--- src/rtl/er_exec_monitor.sv ---
// Executable-region monitor: raises exec once ER_min..ER_max has run start to finish
// without interrupts, escapes, region writes or bound changes, and holds it until invalidated.
module er_exec_monitor #(
    parameter int unsigned CNT_W = 16
) (
    input  logic             mclk,
    input  logic             puc_rst,
    input  logic [15:0]      pc,
    input  logic             pc_vld,
    input  logic             irq,
    input  logic             data_en,
    input  logic             data_wr,
    input  logic [15:0]      data_addr,
    input  logic [15:0]      ER_min,
    input  logic [15:0]      ER_max,
    output logic             exec,
    output logic             violation,
    output logic             er_busy,
    output logic [CNT_W-1:0] run_cycles
);

    typedef enum logic [1:0] {
        StIdle = 2'd0,
        StRun  = 2'd1,
        StDone = 2'd2
    } state_e;

    state_e           state_q, state_d;
    logic [15:0]      min_q, min_d;
    logic [15:0]      max_q, max_d;
    logic [CNT_W-1:0] cnt_q, cnt_d;
    logic             viol_q, viol_d;

    logic             region_vld;
    logic             entry;
    logic             wr_hit;
    logic             cfg_chg;
    logic             pc_out;
    logic             abort;
    logic [CNT_W-1:0] cnt_inc;

    assign region_vld = ER_min < ER_max;
    assign entry      = pc_vld & (pc == ER_min) & region_vld & ~irq;
    // Tamper writes are judged against the live bounds, escapes against the snapshot.
    assign wr_hit     = data_en & data_wr & (data_addr >= ER_min) & (data_addr <= ER_max);
    assign cfg_chg    = (ER_min != min_q) | (ER_max != max_q);
    assign pc_out     = pc_vld & ((pc < min_q) | (pc > max_q));
    assign abort      = cfg_chg | irq | wr_hit | pc_out;
    assign cnt_inc    = (cnt_q == '1) ? cnt_q : cnt_q + CNT_W'(1);

    always_comb begin
        state_d = state_q;
        min_d   = min_q;
        max_d   = max_q;
        cnt_d   = cnt_q;
        viol_d  = 1'b0;
        unique case (state_q)
            StIdle: begin
                if (entry) begin
                    state_d = StRun;
                    min_d   = ER_min;
                    max_d   = ER_max;
                    cnt_d   = CNT_W'(1);
                end
            end
            StRun: begin
                if (abort) begin
                    state_d = StIdle;
                    viol_d  = 1'b1;
                end else begin
                    cnt_d = cnt_inc;
                    if (pc_vld && (pc == max_q)) begin
                        state_d = StDone;
                    end
                end
            end
            StDone: begin
                if (cfg_chg || wr_hit) begin
                    state_d = StIdle;
                end else if (entry) begin
                    state_d = StRun;
                    min_d   = ER_min;
                    max_d   = ER_max;
                    cnt_d   = CNT_W'(1);
                end
            end
            default: state_d = StIdle;
        endcase
    end

    always_ff @(posedge mclk) begin
        if (puc_rst) begin
            state_q <= StIdle;
            min_q   <= '0;
            max_q   <= '0;
            cnt_q   <= '0;
            viol_q  <= 1'b0;
        end else begin
            state_q <= state_d;
            min_q   <= min_d;
            max_q   <= max_d;
            cnt_q   <= cnt_d;
            viol_q  <= viol_d;
        end
    end

    assign exec       = (state_q == StDone);
    assign er_busy    = (state_q == StRun);
    assign violation  = viol_q;
    assign run_cycles = cnt_q;

endmodule

--- config.mk ---
export PLATFORM = sky130hd
export DESIGN_NAME = er_exec_monitor
export DESIGN_NICKNAME = d
export VERILOG_FILES = /design/src/rtl/er_exec_monitor.sv
export SDC_FILE = /design/constraint.sdc
export NUM_CORES = 1
export LEC_CHECK = 0
export BUFFER_PORTS_ARGS = -buffer_cell sky130_fd_sc_hd__buf_2
export CAP_MARGIN = 30
export CORE_ASPECT_RATIO = 0.75
export CORE_MARGIN = 2
export CORE_UTILIZATION = 40
export DETAILED_ROUTE_END_ITERATION = 8
export GPL_TIMING_DRIVEN = 1
export PLACE_DENSITY_LB_ADDON = 0.25
export SLEW_MARGIN = 20
export SYNTH_ARGS = -nofsm -noshare
export SYNTH_HDL_FRONTEND = slang
export SYNTH_SLANG_ARGS = --single-unit
--- constraint.sdc ---
create_clock -name mclk -period 3.4 [get_ports mclk]
set_clock_uncertainty 0.1 [all_clocks]
set_input_delay 0.17 -clock mclk [delete_from_list [all_inputs] [get_ports mclk]]
set_output_delay 0.17 -clock mclk [all_outputs]
set_load 0.01 [all_outputs]
==> metrics.yaml, run 1 <==
grt_max_degree: 42
leakagePower_nw: 2.25
fin_area_mm2: 0.00537
syn_area_mm2: 0.00463
clock_sinks: 51
clock_path_buffers: 2
synth_edf_count: 0
antenna_cells: 0
vias: 4292
slowest_stage: "a221oi_1"
clk_pin_slew_ps: 70
final.min_clock_period_ps: 3070
regToRegStartpoint: "min_q[1]"
max_freq_mhz: 325
hold_start: "ER_max[1]"
layout-drive-gt1-share: 0.154
gp_congestion: 0.867
end_kind: "flip-flop"
seqCellArea_mm2: 0.00102
synth_nets: 718
cts_buffers: 5
cts_root_buf: "clkbuf_16"
drt_iter0_markers: 217
routedWlPerCell_um: 16.2
peakVddDrop_mv: 0.252
fillers: 1086
die-area_mm2: 0.0125
cts_tree: "done"
reg2reg_slack_ps: 330
syn_area_per_cell_um2: 8.14
relSlewSlack: 0.445
routed_wirelength_um: 12900
crit_fanout: 13
postCtsSetupBuffers: 0
ant_nets: 0
grt_pass1_vias: 4174
ios: 89
holdPathStages: 3
initial_core_util: 0.417
syn_inst: 569
dp_cells: 788
setup.worst_path.start_class: "flip-flop"
ys_types: 51
hold_buffers: 0
critical_path.n_buffers_inverters: 1
hp-class: "input port to flip-flop"
grt_pass1_wl_um: 21000
grt_setup_unrepaired: "no"
finalCritPeriodShare: 0.904
synthFlopType: "dfxtp_1"
dpl.hpwl_um: 10700
drtPass1Iterations: 6
drc: 0
path_delay_family: "compound AO/OA/AOI/OAI gates"
avgViaCountPerCell: 5.40
area_delta_synth_final_pct: 15.9
r2r-end: "run_cycles[14]"
die_w_um: 128
die_h_um: 97.2
core.rowCount: 33
finalNonFillerCells: 795
dpl_cell_area_mm2: 0.00521
yosysSeqAreaShare: 0.220
final_nets: 804
critPathRequiredTime_ps: 3530
final_hold_viol_count: 0
post-route-util: 0.483
multiInputGateArea_mm2: 0.00326
cts_resized: 0
port_buffers: 88
core_mm2: 0.0111
drv_slew: 0
holdPathEnd: "max_q[1]"
setup_tns_ps: 0
track_usage: 0.212
async_reset_ff_frac: 0
clk_latency_ps: 290
grt.overflow.total: 0
power_density_mw_per_mm2: 276
cp.arrival_ps: 3200
ys_ff_latch: 51
crit_chain: "inv_1 -> ha_1 -> a2111o_1 -> a221oi_1 -> nor3_1 -> o22a_1 -> nand3_1 -> nor3b_4 -> a211o_1"
status: "completed"
max_cap_viol_count: 0
tightest_slew_ps: 833
r2r_cells: 9
ys_warn_count: 0
h-tree-depth: 2
crit_type: "flip-flop to flip-flop"
antenna_found_initial: 0
critPathMaxStageDelay_ps: 570
setup_viol: 0
power breakdown:
part / switching [mW] / internal (mW) / total, mW / leakage, nW
registers: 0.00000201 / 0.597 / 0.597 / 0.411
clock network: 0.220 / 0.344 / 0.564 / 0.0769
logic: 0.189 / 0.132 / 0.322 / 1.76
through the flow:
step	setup slack [ps]	power (mW)	hold slack [ps]
CTS	456	1.49	64.4
detailed placement	385	0.925	369
global route	180	1.56	79.4
finish	326	1.48	63.3
global placement	483	0.917	349
floorplan	1010	0.790	217
tightest hold or removal path, cell delays in order:
cell and delay (ps):
buf_2 110, mux2i_1 70, nor2_1 80
sequential cells by signal (all words and copies together) (netlist names):
register / cells
state_q: 2
violation: 1
min_q: 16
run_cycles: 16
max_q: 16
Yosys cell counts, types with 7 or more instances:
master | n | area [um2]
a21oi_1 | 31 | 155
and3_1 | 7 | 43.8
dfxtp_1 | 51 | 1020
ha_1 | 79 | 988
inv_1 | 75 | 282
mux2i_1 | 32 | 320
nand2_1 | 33 | 124
nand3_1 | 19 | 95.1
nand4_1 | 24 | 150
nor2_1 | 56 | 210
nor3_1 | 10 | 50.1
nor4_1 | 9 | 56.3
o21ai_0 | 18 | 90.1
o22a_1 | 13 | 114
xnor2_1 | 36 | 315
xor2_1 | 12 | 105
placed cells by master (no fill, tap or decap), types with 9 or more instances in the layout:
cell type  instances
a21oi_1           31
buf_2             88
dfxtp_1           51
ha_1              79
inv_1             75
mux2i_1           32
nand2_1           33
nand3_1           19
nand4_1           24
nor2_1            56
nor3_1            10
nor4_1             9
o21ai_0           18
o22a_1            13
xnor2_1           36
xor2_1            12
area by class of cell:
cell class              instances  share of cell area
multi-input cells             432               0.608
flip-flops and latches         51               0.190
repair buffers                 90              0.0872
inverters                      75              0.0525
well taps                     140              0.0326
clock buffers                   6              0.0240
clock inverters                 1             0.00560
routing by layer:
| layer | GRT usage | wire length (um) | vias to the layer above | share of wire |
|---|---|---|---|---|
| met2 | 0.320 | 5380 | 112 | 0.42 |
| met5 | 0 | 0 | - | 0 |
| met1 | 0.310 | 6350 | 1987 | 0.49 |
| met4 | 0.0237 | 46 | 0 | 0.0036 |
| met3 | 0.0556 | 1100 | 7 | 0.086 |
| li1 | - | - | 2186 | - |
how the worst max path moves through the flow:
stage / from / to / depth (start not counted)
floorplan: max_q[14] / run_cycles[14] / 10
global placement: ER_min[2] / run_cycles[14] / 11
detailed placement: ER_min[2] / run_cycles[14] / 11
CTS: max_q[14] / run_cycles[14] / 9
global route: min_q[5] / run_cycles[14] / 10
finish: min_q[1] / run_cycles[14] / 9
cells by family after synthesis:
family / count (synthesis) / synth area share
adder cells (fa/ha/maj): 79 / 0.213
flip-flops: 51 / 0.220
multiplexers: 32 / 0.0692
XOR/XNOR: 48 / 0.0908
AND/OR/NAND/NOR: 178 / 0.191
buffers and inverters: 86 / 0.0757
AO/OA/AOI/OAI: 95 / 0.139
Note: power is estimated with default switching activity, not from simulation.
==> run 2, diff against run 1 <==
==> constraint.sdc (replaced) <==
create_clock -name mclk -period 3.5 [get_ports mclk]
set_clock_uncertainty 0.1 [all_clocks]
set_input_delay 0.175 -clock mclk [delete_from_list [all_inputs] [get_ports mclk]]
set_output_delay 0.175 -clock mclk [all_outputs]
set_load 0.01 [all_outputs]
==> metrics.yaml, run 2 (same netlist as run 1, synthesis figures left out) <==
cpMostUsedCell: "o22a_1"
internal_power_mw: 0.995
hold_start: "ER_max[14]"
h-tree-depth: 2
area_delta_synth_final_pct: 15.7
die-area_mm2: 0.0125
regToRegStartpoint: "max_q[15]"
antenna_cells: 0
routed_wirelength_um: 13000
drt_iter0_markers: 274
seqPwrFrac: 0.413
setup_viol: 0
grt_setup_unrepaired: "no"
cts_buffers: 5
drtPass1Iterations: 5
vias: 4365
power_density_mw_per_mm2: 262
gp_congestion: 0.884
drv_slew: 0
finalCritPeriodShare: 0.851
cp.arrival_ps: 3110
reg2reg_slack_ps: 520
hold_buffers: 0
slowest_stage: "nor3b_4"
grt_pass1_vias: 4191
initial_core_util: 0.417
die_h_um: 97.2
holdPathEnd: "max_q[14]"
critPathRequiredTime_ps: 3640
relSlewSlack: 0.434
setup_tns_ps: 0
clock_path_buffers: 2
mostFrequentLayoutCells: "buf_2 (88), ha_1 (79), inv_1 (75)"
core.rowCount: 33
fin_ws_ps: 522
drc: 0
fillers: 1119
max_freq_mhz: 336
grt_max_degree: 42
final.min_clock_period_ps: 2980
clkPwrFrac: 0.365
dpl.hpwl_um: 10800
crit_chain: "inv_1 -> ha_1 -> nand4_1 -> nor4_1 -> a211oi_1 -> o22a_1 -> nand3_1 -> nor3b_4 -> o22a_1"
post-route-util: 0.482
max_cap_viol_count: 0
ant_nets: 0
sw_frac_of_total: 0.292
core_mm2: 0.0111
crit_fanout: 13
leakagePower_nw: 2.24
pre_cts_ws_ps: 495
die_w_um: 128
critical_path.n_buffers_inverters: 1
p_sw_mw: 0.410
timing.hold.ws_ps: 54.1
final_hold_viol_count: 0
peakVddDrop_mv: 0.228
grt.overflow.total: 0
clock_sinks: 51
final_nets: 804
holdPathStages: 3
status: "completed"
end_kind: "flip-flop"
cts_root_buf: "clkbuf_16"
setup.worst_path.start_class: "flip-flop"
path_delay_family: "simple AND/OR/NAND/NOR gates"
port_buffers: 88
layout-drive-gt1-share: 0.155
clk_pin_slew_ps: 70
routedWlPerCell_um: 16.4
avgViaCountPerCell: 5.48
crit_type: "flip-flop to flip-flop"
r2r_cells: 9
ios: 89
cts_resized: 0
grt_pass1_wl_um: 21200
r2r-end: "run_cycles[9]"
critPathMaxStageDelay_ps: 570
postCtsSetupBuffers: 0
final_common_cell: "buf_2"
hp-class: "input port to flip-flop"
tightest_slew_ps: 849
clk_latency_ps: 300
combPwrFrac: 0.223
cts_tree: "done"
dpl_cell_area_mm2: 0.00521
antenna_found_initial: 0
fin_area_mm2: 0.00536
track_usage: 0.214
run 2: how the worst max path moves through the flow:
stage                   start        endpoint  slack [ps]  cells after the start
detailed placement  ER_min[1]   run_cycles[9]         500                     11
floorplan           ER_max[1]   run_cycles[5]        1110                     12
global route        max_q[15]  run_cycles[10]         280                      9
finish              max_q[15]   run_cycles[9]         520                      9
CTS                 max_q[14]   run_cycles[9]         540                      9
global placement    ER_min[2]  run_cycles[14]         590                     11
run 2: worst reg2reg max path: stages, from the launching register on:
cell	delay, ps
dfxtp_1	380
inv_1	80
ha_1	300
nand4_1	190
nor4_1	490
a211oi_1	140
o22a_1	290
nand3_1	150
nor3b_4	570
o22a_1	210
run 2: power by group through the flow:
| stage | Combinational (mW) | Sequential (mW) | Clock [mW] |
|---|---|---|---|
| 2_1_floorplan | 0.175 | 0.593 | 0 |
| 3_3_place_gp | 0.298 | 0.593 | 0 |
| 3_5_place_dp | 0.307 | 0.593 | 0 |
| 4_1_cts | 0.310 | 0.580 | 0.528 |
| 5_1_grt | 0.354 | 0.580 | 0.547 |
| 6_report | 0.313 | 0.580 | 0.512 |
run 2: cell type report:
class / count / area [um2] / area share
well taps: 140 / 175 / 0.0327
flip-flops and latches: 51 / 1020 / 0.191
inverters: 75 / 282 / 0.0525
clock inverters: 1 / 8.76 / 0.00163
clock buffers: 7 / 143 / 0.0266
multi-input cells: 432 / 3260 / 0.609
repair buffers: 90 / 468 / 0.0873
run 2: through the flow:
stage / instances / total power, mW
floorplan: 569 / 0.768
global placement: 788 / 0.891
detailed placement: 788 / 0.900
CTS: 796 / 1.42
global route: 796 / 1.48
finish: 796 / 1.41
run 2: metal layers:
metal | up-vias | wire [um] | track usage
li1 | 2186 | - | -
met1 | 2030 | 6670 | 0.323
met2 | 137 | 5370 | 0.318
met3 | 12 | 836 | 0.0347
met4 | 0 | 139 | 0.0423
met5 | - | 0 | 0
